[src/rtl/cpu_mc_pkg.sv]
// Shared types for the multi-cycle core: opcodes, FSM states and the
// instruction-width helper.
package cpu_mc_pkg;

  typedef enum logic [2:0] {
    OP_LOAD  = 3'd0,
    OP_STORE = 3'd1,
    OP_ADD   = 3'd2,
    OP_SUB   = 3'd3,
    OP_AND   = 3'd4,
    OP_MOVI  = 3'd5,
    OP_BNZ   = 3'd6,
    OP_HALT  = 3'd7
  } op_e;

  typedef enum logic [2:0] {
    S_IDLE  = 3'd0,
    S_FETCH = 3'd1,
    S_EXEC  = 3'd2,
    S_MEM   = 3'd3,
    S_DONE  = 3'd4
  } state_e;

  // 3-bit opcode followed by two register fields
  function automatic int calc_iw(input int nreg);
    return 3 + 2 * $clog2(nreg);
  endfunction

endpackage

[src/rtl/cpu_mc_regfile.sv]
// NREG x DW register file: two combinational read ports, one write port,
// asynchronous clear to zero.
module cpu_mc_regfile #(
  parameter  int DW   = 8,
  parameter  int NREG = 8,
  localparam int RW   = $clog2(NREG)
) (
  input  logic          clk,
  input  logic          rst_n,
  input  logic          we,
  input  logic [RW-1:0] waddr,
  input  logic [DW-1:0] wdata,
  input  logic [RW-1:0] raddr_a,
  output logic [DW-1:0] rdata_a,
  input  logic [RW-1:0] raddr_b,
  output logic [DW-1:0] rdata_b
);

  logic [NREG-1:0][DW-1:0] regs_q, regs_d;

  always_comb begin
    regs_d = regs_q;
    if (we) regs_d[waddr] = wdata;
  end

  always_ff @(posedge clk or negedge rst_n) begin
    if (!rst_n) regs_q <= '0;
    else        regs_q <= regs_d;
  end

  assign rdata_a = regs_q[raddr_a];
  assign rdata_b = regs_q[raddr_b];

endmodule

[src/rtl/cpu_core_mc.sv]
// Multi-cycle CPU: FETCH/EXEC/MEM sequencer around a register file and ALU,
// with a synchronous instruction ROM and a req/ready data memory port.
module cpu_core_mc
  import cpu_mc_pkg::*;
#(
  parameter  int DW   = 8,
  parameter  int NREG = 8,
  parameter  int PCW  = 10,
  parameter  int CTW  = 16,
  localparam int RW   = $clog2(NREG),
  localparam int IW   = calc_iw(NREG)
) (
  input  logic           Clk,
  input  logic           Reset,
  input  logic           Start,
  output logic           Ack,
  output logic [PCW-1:0] Imem_addr,
  input  logic [IW-1:0]  Imem_data,
  output logic           Dmem_req,
  output logic           Dmem_we,
  output logic [DW-1:0]  Dmem_addr,
  output logic [DW-1:0]  Dmem_wdata,
  input  logic [DW-1:0]  Dmem_rdata,
  input  logic           Dmem_ready,
  output logic [CTW-1:0] CycleCt
);

  state_e          state_q, state_d;
  logic [PCW-1:0]  pc_q, pc_d;
  logic [CTW-1:0]  ct_q, ct_d;
  logic            z_q, z_d;
  logic            ack_q, ack_d;
  logic            req_q, req_d;
  logic            we_q, we_d;
  logic [DW-1:0]   addr_q, addr_d;
  logic [DW-1:0]   wdata_q, wdata_d;
  logic [RW-1:0]   ra_q, ra_d;

  op_e             op;
  logic [RW-1:0]   ra, rb;
  logic [DW-1:0]   rf_a, rf_b, alu_res;
  logic [PCW-1:0]  br_off;
  logic            rf_we;
  logic [RW-1:0]   rf_waddr;
  logic [DW-1:0]   rf_wdata;

  assign op = op_e'(Imem_data[IW-1 -: 3]);
  assign ra = Imem_data[2*RW-1 -: RW];
  assign rb = Imem_data[RW-1:0];
  // {ra,rb} is a signed word offset; the cast sign-extends or truncates to PCW
  assign br_off = PCW'(signed'(Imem_data[2*RW-1:0]));

  cpu_mc_regfile #(.DW(DW), .NREG(NREG)) u_rf (
    .clk     (Clk),
    .rst_n   (Reset),
    .we      (rf_we),
    .waddr   (rf_waddr),
    .wdata   (rf_wdata),
    .raddr_a (ra),
    .rdata_a (rf_a),
    .raddr_b (rb),
    .rdata_b (rf_b)
  );

  always_comb begin
    alu_res = '0;
    case (op)
      OP_ADD:  alu_res = rf_a + rf_b;
      OP_SUB:  alu_res = rf_a - rf_b;
      OP_AND:  alu_res = rf_a & rf_b;
      OP_MOVI: alu_res = DW'(rb);
      default: alu_res = '0;
    endcase
  end

  always_ff @(posedge Clk or negedge Reset) begin
    if (!Reset) state_q <= S_IDLE;
    else        state_q <= state_d;
  end

  always_comb begin
    state_d = state_q;
    case (state_q)
      S_IDLE, S_DONE: if (Start) state_d = S_FETCH;
      S_FETCH:        state_d = S_EXEC;
      S_EXEC: begin
        case (op)
          OP_LOAD, OP_STORE: state_d = S_MEM;
          OP_HALT:           state_d = S_DONE;
          default:           state_d = S_FETCH;
        endcase
      end
      S_MEM:          if (Dmem_ready) state_d = S_FETCH;
      default:        state_d = S_IDLE;
    endcase
  end

  always_comb begin
    pc_d     = pc_q;
    ct_d     = ct_q;
    z_d      = z_q;
    ack_d    = ack_q;
    req_d    = req_q;
    we_d     = we_q;
    addr_d   = addr_q;
    wdata_d  = wdata_q;
    ra_d     = ra_q;
    rf_we    = 1'b0;
    rf_waddr = ra;
    rf_wdata = alu_res;

    if ((state_q == S_FETCH || state_q == S_EXEC || state_q == S_MEM) && ct_q != '1)
      ct_d = ct_q + CTW'(1);

    case (state_q)
      S_IDLE: if (Start) begin
        pc_d = '0;
        ct_d = '0;
        z_d  = 1'b0;
      end
      S_DONE: if (Start) begin
        pc_d  = '0;
        ct_d  = '0;
        ack_d = 1'b0;
      end
      S_EXEC: begin
        case (op)
          OP_ADD, OP_SUB, OP_AND, OP_MOVI: begin
            rf_we = 1'b1;
            z_d   = (alu_res == '0);
            pc_d  = pc_q + PCW'(1);
          end
          OP_BNZ:  pc_d = z_q ? pc_q + PCW'(1) : pc_q + br_off;
          OP_LOAD, OP_STORE: begin
            // operands captured here stay stable for the whole MEM wait
            req_d   = 1'b1;
            we_d    = (op == OP_STORE);
            addr_d  = rf_b;
            wdata_d = rf_a;
            ra_d    = ra;
          end
          default: ack_d = 1'b1;
        endcase
      end
      S_MEM: if (Dmem_ready) begin
        req_d = 1'b0;
        pc_d  = pc_q + PCW'(1);
        if (!we_q) begin
          rf_we    = 1'b1;
          rf_waddr = ra_q;
          rf_wdata = Dmem_rdata;
        end
      end
      default: ;
    endcase
  end

  always_ff @(posedge Clk or negedge Reset) begin
    if (!Reset) begin
      pc_q    <= '0;
      ct_q    <= '0;
      z_q     <= 1'b0;
      ack_q   <= 1'b0;
      req_q   <= 1'b0;
      we_q    <= 1'b0;
      addr_q  <= '0;
      wdata_q <= '0;
      ra_q    <= '0;
    end else begin
      pc_q    <= pc_d;
      ct_q    <= ct_d;
      z_q     <= z_d;
      ack_q   <= ack_d;
      req_q   <= req_d;
      we_q    <= we_d;
      addr_q  <= addr_d;
      wdata_q <= wdata_d;
      ra_q    <= ra_d;
    end
  end

  assign Ack        = ack_q;
  assign Imem_addr  = pc_q;
  assign Dmem_req   = req_q;
  assign Dmem_we    = we_q;
  assign Dmem_addr  = addr_q;
  assign Dmem_wdata = wdata_q;
  assign CycleCt    = ct_q;

endmodule
[config.mk]
export PLATFORM = sky130hd
export DESIGN_NAME = cpu_core_mc
export DESIGN_NICKNAME = d
export VERILOG_FILES = /design/src/rtl/cpu_mc_pkg.sv /design/src/rtl/cpu_mc_regfile.sv /design/src/rtl/cpu_core_mc.sv
export SDC_FILE = /design/constraint.sdc
export NUM_CORES = 1
export LEC_CHECK = 0
export BUFFER_PORTS_ARGS = -buffer_cell sky130_fd_sc_hd__buf_2
export CORE_ASPECT_RATIO = 0.5
export CORE_UTILIZATION = 35
export DETAILED_ROUTE_END_ITERATION = 8
export GPL_TIMING_DRIVEN = 0
export PLACE_DENSITY = 0.53
export SYNTH_ARGS = -nofsm -noshare
export SYNTH_HDL_FRONTEND = slang
export SYNTH_SLANG_ARGS = --single-unit
[constraint.sdc]
create_clock -name Clk -period 3.43 [get_ports Clk]
set_input_delay 0.686 -clock Clk [delete_from_list [all_inputs] [get_ports Clk]]
set_output_delay 0.686 -clock Clk [all_outputs]
set_load 0.01 [all_outputs]
## Word level (Yosys, flattened, before mapping)

Cells that the tools add are included.

- Add/sub/neg operators: 5
- $lt $le $gt $ge: 4
- Eq/ne operators: 20
- Muxes and demuxes: 38
- Bitwise operators: 1
- Reduce and logical (&&, ||, !) cells: 21

Operator list:

| cell | number |
|---|---|
| bitwise mux 64 bit | 1 |
| binary-select mux 8 bit (select 3 bit) | 2 |
| two-way mux 16 bit | 3 |
| two-way mux 8 bit | 6 |
| one-hot mux 8 bit (4 select lines) | 1 |
| two-way mux 10 bit | 3 |
| one-hot mux 10 bit (3 select lines) | 1 |
| demux 8 bit (select 3 bit) | 1 |
| one-hot mux 10 bit (2 select lines) | 1 |
| adder 16 x 1 -> 16 bit (second input constant) | 1 |
| inequality test 16 bit (second input constant) | 1 |
| == test 3 bit (second input constant) | 5 |
| two-way mux 3 bit | 5 |
| == test 3 x 2 -> 1 bit (second input constant) | 4 |
| < comparator 3 x 4 -> 1 bit (second input constant) | 3 |
| one-hot mux 3 bit (4 select lines) | 1 |
| adder 10 x 1 -> 10 bit (second input constant) | 1 |
| adder 10 bit | 1 |
| AND reduction 3 bit | 3 |
| adder 8 bit | 1 |
| bitwise AND 8 bit | 1 |
| logical NOT 8 bit | 1 |
| two-way mux 1 bit | 8 |
| inequality test 2 bit (second input constant) | 4 |
| 17 further kinds | 30 |

- Flip-flop bits (word level): 116
- Output and inout port bits: 45

## Longest topological paths before layout

- Word-level depth: 8
- Depth in mapped cells: 18
- Depth with buffers taken out: 16

## Modules after synthesis

Synthesis repeated with hierarchy kept, for this count alone.

- Cells, all modules: 645
- Area total of the unflattened synthesis: 7189.4 um2

Modules (own cells, without submodules):

| module | instances | cells each | area an instance (um2) |
|---|---|---|---|
| cpu_core_mc | 1 | 444 | 3646.0 |
| cpu_mc_regfile | 1 | 201 | 3543.4 |

## Worst setup path after synthesis

No wires, ideal clock.

- Kind: input to register
- From: input port Imem_data[1]
- To: register u_rf.regs_q[7] (netlist name)
- Library setup time: 0.097 ns
- Arrival: 4.084 ns
- Required time: 3.333 ns
- Slack: -0.750 ns
- Stages on the path: 18
- Buffers on the path: 3
- Cell sequence: buf_6 -> buf_6 -> buf_2 -> mux4_2 -> mux2i_1 -> ha_1 -> nand2_1 -> o21ai_0 -> inv_1 -> ha_1 -> nor2b_1 -> o21ai_0 -> o21ai_0 -> o31ai_1 -> xnor2_1 -> mux2i_1 -> a21oi_2 -> o31ai_1

- Word-level cells in the longest chain between the ends: 8
- Elaborated cells between the ends (all ways): 10
- Classes of those cells: add/sub (2); mux (7); bitwise (1)

Ends and longest elaborated chain:

| element | RTL line | text |
|---|---|---|
| from (decl) | cpu_core_mc.sv:18 | `input logic [IW-1:0] Imem_data,` |
| binary-select mux 8 bit (select 3 bit) (*) | cpu_mc_regfile.sv:32 | `assign rdata_b = regs_q[raddr_b];` |
| two-way mux 8 bit (not written as such) (*) | cpu_mc_regfile.sv:32 |  |
| subtractor 8 bit, or another cell as far along | cpu_core_mc.sv:69 | `OP_SUB: alu_res = rf_a - rf_b;` |
| one-hot mux 8 bit (4 select lines) (*) | cpu_core_mc.sv:67 | `case (op)` |
| two-way mux 8 bit | cpu_core_mc.sv:148 | `if (!we_q) begin` |
| two-way mux 8 bit | cpu_core_mc.sv:145 | `S_MEM: if (Dmem_ready) begin` |
| two-way mux 8 bit (*) | cpu_core_mc.sv:115 | `case (state_q)` |
| bitwise mux 64 bit (*) | cpu_mc_regfile.sv:23 | `if (we) regs_d[waddr] = wdata;` |
| to (signal assigned) | cpu_mc_regfile.sv:28 | `else regs_q <= regs_d;` |
| to (decl) | cpu_mc_regfile.sv:19 | `logic [NREG-1:0][DW-1:0] regs_q, regs_d;` |

Every way passes the cells marked *; elsewhere a longest branch is shown, timed or not. The select of a mux whose other input is x is not followed.
A chain may end at the register's enable or synchronous reset.

## Final worst setup path

- From: input port Imem_data[1]
- To: register u_rf.regs_q[55] (netlist name)

The elaborated chain is that of the path after synthesis.

==> out/results.txt <==
Run status: finished with violations
Failing checks: negative setup slack
Fin util: 47.3%
Sink Count: 116
Global Route Usage Sum: 21.2%
First-pass GRT wire length: 33900 microns
Synth Flop Type: dfrtp_1
Fin. max-slew vios: 0
1st-pass router iterations: 5
H-Tree Depth: 4
Congestion Overflow GR: 0
Final TNS setup: -7.58 ns
Post-synth cell types: 60
RSZ-0062 raised after global routing: true
Count of final setup violators: 33
Net Count, Synth: 709
Die area: 21300 sq um
Tmin final: 3.80 ns
Slew @ Worst Pin: 1.30 ns
Synth area leader: dfrtp_1
Pwr per Cell Area: 850 nW/um^2
Number of global-route vias before repair: 5917
Routability cong.: 0.877
Worst setup path class: in2reg
Worst setup margin: -0.366 ns
DP Worst Slack: -1.75 ns
Ys Warns: 0
Internal power contribution: 0.00493 W
LEAKAGE: 4.30 nW
CTS Buffer Depth: 2
CTS root buffer: clkbuf_16
Comb pwr share: 48.0%
Crit path required time: 3.76 ns
Drt drc: 0
CP endpoint kind: flip-flop
Total Wirelength: 21700 microns
Post-synth EDFFs: 0
Synth Cell Area: 7250 sq um
Via Count: 5976
Nature of the critical path startpoint: primary input
Wire per inst: 20.5 microns
Ports: 66
Share of cells above drive strength 1: 39.4%
Rows: 36
Filler cells: 1807
Clock transition at the registers of the reported paths: 0.06 ns
Psw: 0.00305 W
VDD IR-drop max: 0.499 mV
# diodes: 0
Share of the synthesized area in the top cell type: 40.0%
PortBufs: 65
Clock buffer count from CTS: 17
Post-DRT Antenna Nets: 0
Die H: 104 microns
Clock share of power: 24.1%
Final Cycle Share: 111%
Area added between synthesis and finish: 29.5%
Sequential share of power: 27.8%
Die Width: 206 microns
FMAX: 0.263 GHz
HPWL after DPL: 15100 microns
Fin nets: 826
Pin count of the biggest net entering global routing: 85
Max FO, Critical Path: 6
Starting Density: 36.5%
Clock Skew: 0.00776 ns
Main area contributors after synthesis: dfrtp_1 (40%), mux2_2 (10%), mux4_2 (9.0%)
Placeable Area: 19900 sq um
Syn avg cell area: 10.9 sq um
CP arrival: 4.13 ns
Number of DRC markers in iteration 0: 472
Switching Fraction: 38.3%
CTS tree: yes
Seq/Total Area, Yosys: 40.0%
Clock Latency Late Sink: 0.42 ns
Hold violation count in the final report: 0
FF+latch count, synth: 116
Total Power: 0.00798 W
Max_cap viols: 0
Max-Slew Margin vs Limit: 12.9%
Hold_buf cts: 0
Hold Crit Class: in2async
Initial antenna violation count: 0
Ys async rst share: 100%
Synth Instances: 666
Via-to-Cell Ratio: 5.63
-- layout by cell type, fill, tap and decap left out, types with 11 or more instances in the layout --
master | synthesis | routed
nor2_1 | 39 | 37
o21ai_0 | 51 | 45
mux4_2 | 29 | 29
ha_1 | 20 | 18
buf_2 | 16 | 72
clkbuf_16 | 0 | 18
buf_4 | 0 | 32
clkbuf_1 | 12 | 12
mux2_2 | 65 | 48
mux2_4 | 0 | 17
nor3b_1 | 13 | 13
mux2i_1 | 25 | 17
inv_1 | 12 | 12
xor2_1 | 19 | 19
nand2_1 | 43 | 40
nand3_1 | 11 | 11
nand2b_1 | 11 | 11
and3_1 | 11 | 11
nor3_1 | 26 | 24
dfrtp_1 | 116 | 116
a21oi_1 | 29 | 20
-- worst max-delay path: stages --
cell      delay, ns
buf_12         0.09
buf_12         0.12
buf_12         0.11
buf_4          0.11
mux4_2         0.48
mux2i_1        0.68
xor2_1         0.16
ha_1           0.33
o21ai_0        0.08
nand2b_1       0.12
o31ai_4        0.10
xnor2_2        0.29
mux2i_4        0.37
a21oi_4        0.14
o31ai_1        0.24
-- state kept, by name (all words and copies together) (netlist names) --
| register | count |
|---|---|
| Imem_addr | 10 |
| Dmem_addr | 8 |
| state_q | 3 |
| ra_q | 3 |
| z_q | 1 |
| Dmem_we | 1 |
| Dmem_req | 1 |
| Ack | 1 |
| u_rf.regs_q | 64 |
| Dmem_wdata | 8 |
| CycleCt | 16 |
-- worst paths after layout --
path | start | slack, ns | endpoint | cells past startpoint
worst min-delay path | Reset | 0.15 | u_rf.regs_q[62] | 1
worst max-delay path | Imem_data[1] | -0.37 | u_rf.regs_q[55] | 15
min in group Clk | Dmem_wdata[0] | 0.48 | Dmem_wdata[0] | 2
max in group asynchronous | Reset | 2.57 | Imem_addr[4] | 2
worst min register to register | Dmem_wdata[0] | 0.48 | Dmem_wdata[0] | 2
worst max register to register | u_rf.regs_q[37] | -0.17 | u_rf.regs_q[55] | 14
-- metrics by stage --
| step | hold slack [ns] | instances | area, sq um |
|---|---|---|---|
| global placement | 0.463 | 997 | 8040 |
| floorplan | 0.390 | 666 | 7380 |
| finish | 0.146 | 1061 | 9390 |
| global route | 0.151 | 1061 | 9390 |
| CTS | 0.144 | 1056 | 9150 |
| detailed placement | 0.468 | 998 | 8070 |
-- Yosys cell counts (all sizes together), types with 2 or more instances --
library cell / instances
dfrtp: 116
mux2: 65
o21ai: 53
nand2: 43
nor2: 39
a21oi: 32
mux4: 31
mux2i: 27
nor3: 26
buf: 23
ha: 20
xor2: 19
inv: 13
nor3b: 13
clkbuf: 12
and3: 11
nand2b: 11
nand3: 11
xnor2: 10
nor2b: 8
o31ai: 8
a21o: 5
a22oi: 5
nand3b: 5
or3: 5
a31oi: 4
nand4: 4
nor4: 4
o32ai: 4
a21bo: 3
and4: 3
o21bai: 3
o41ai: 3
or2: 3
a211oi: 2
a311oi: 2
a31o: 2
and2: 2
fa: 2
o22ai: 2
o2bb2ai: 2
-- cell type report --
class / instances / area [sq um] / share of cell area (%)
Multi-Input combinational cell: 503 / 4550 / 48.4
Buffer: 34 / 268 / 2.85
Tap cell: 266 / 333 / 3.54
Clock buffer: 22 / 484 / 5.16
Clock inverter: 9 / 150 / 1.60
Inverter: 13 / 51.3 / 0.546
Timing Repair Buffer: 98 / 654 / 6.97
Sequential cell: 116 / 2900 / 30.9
-- what timing repair did --
action,4_1_cts,5_1_grt
endpoints found under the setup margin,65,57
buffers inserted,26,5
gates resized for setup,61,38
pin swaps,26,17
cloned,1,1
-- cell families (layout without fill, tap and decap cells) --
family                   Yosys count  count (layout)  share of synthesized area, %
AND/OR/NAND/NOR                  192             192                          13.8
XOR/XNOR                          29              29                          3.50
AO/OA/AOI/OAI                    136             137                          11.8
adder cells (fa/ha/maj)           22              22                          4.00
buffers and inverters             48             176                          3.07
multiplexers                     123             123                          23.8
flip-flops                       116             116                          40.0
-- power groups by stage --
stage	Sequential [W]	Combinational [W]	Clock, W
finish	0.00222	0.00384	0.00193
global route	0.00228	0.00416	0.00202
CTS	0.00221	0.00352	0.00195
detailed placement	0.00222	0.00301	0
global placement	0.00222	0.00297	0
floorplan	0.00215	0.00218	0
-- routing by layer --
layer / vias up / part of all wire (%) / routed length, microns / global-route usage (%)
li1: 2729 / - / - / -
met1: 3015 / 46 / 9950 / 28.6
met3: 45 / 5.6 / 1220 / 5.54
met2: 187 / 47 / 10200 / 32.4
met4: 0 / 2.0 / 434 / 7.83
met5: - / 0 / 0 / 0
No activity file was read; power rests on OpenSTA's default activity.
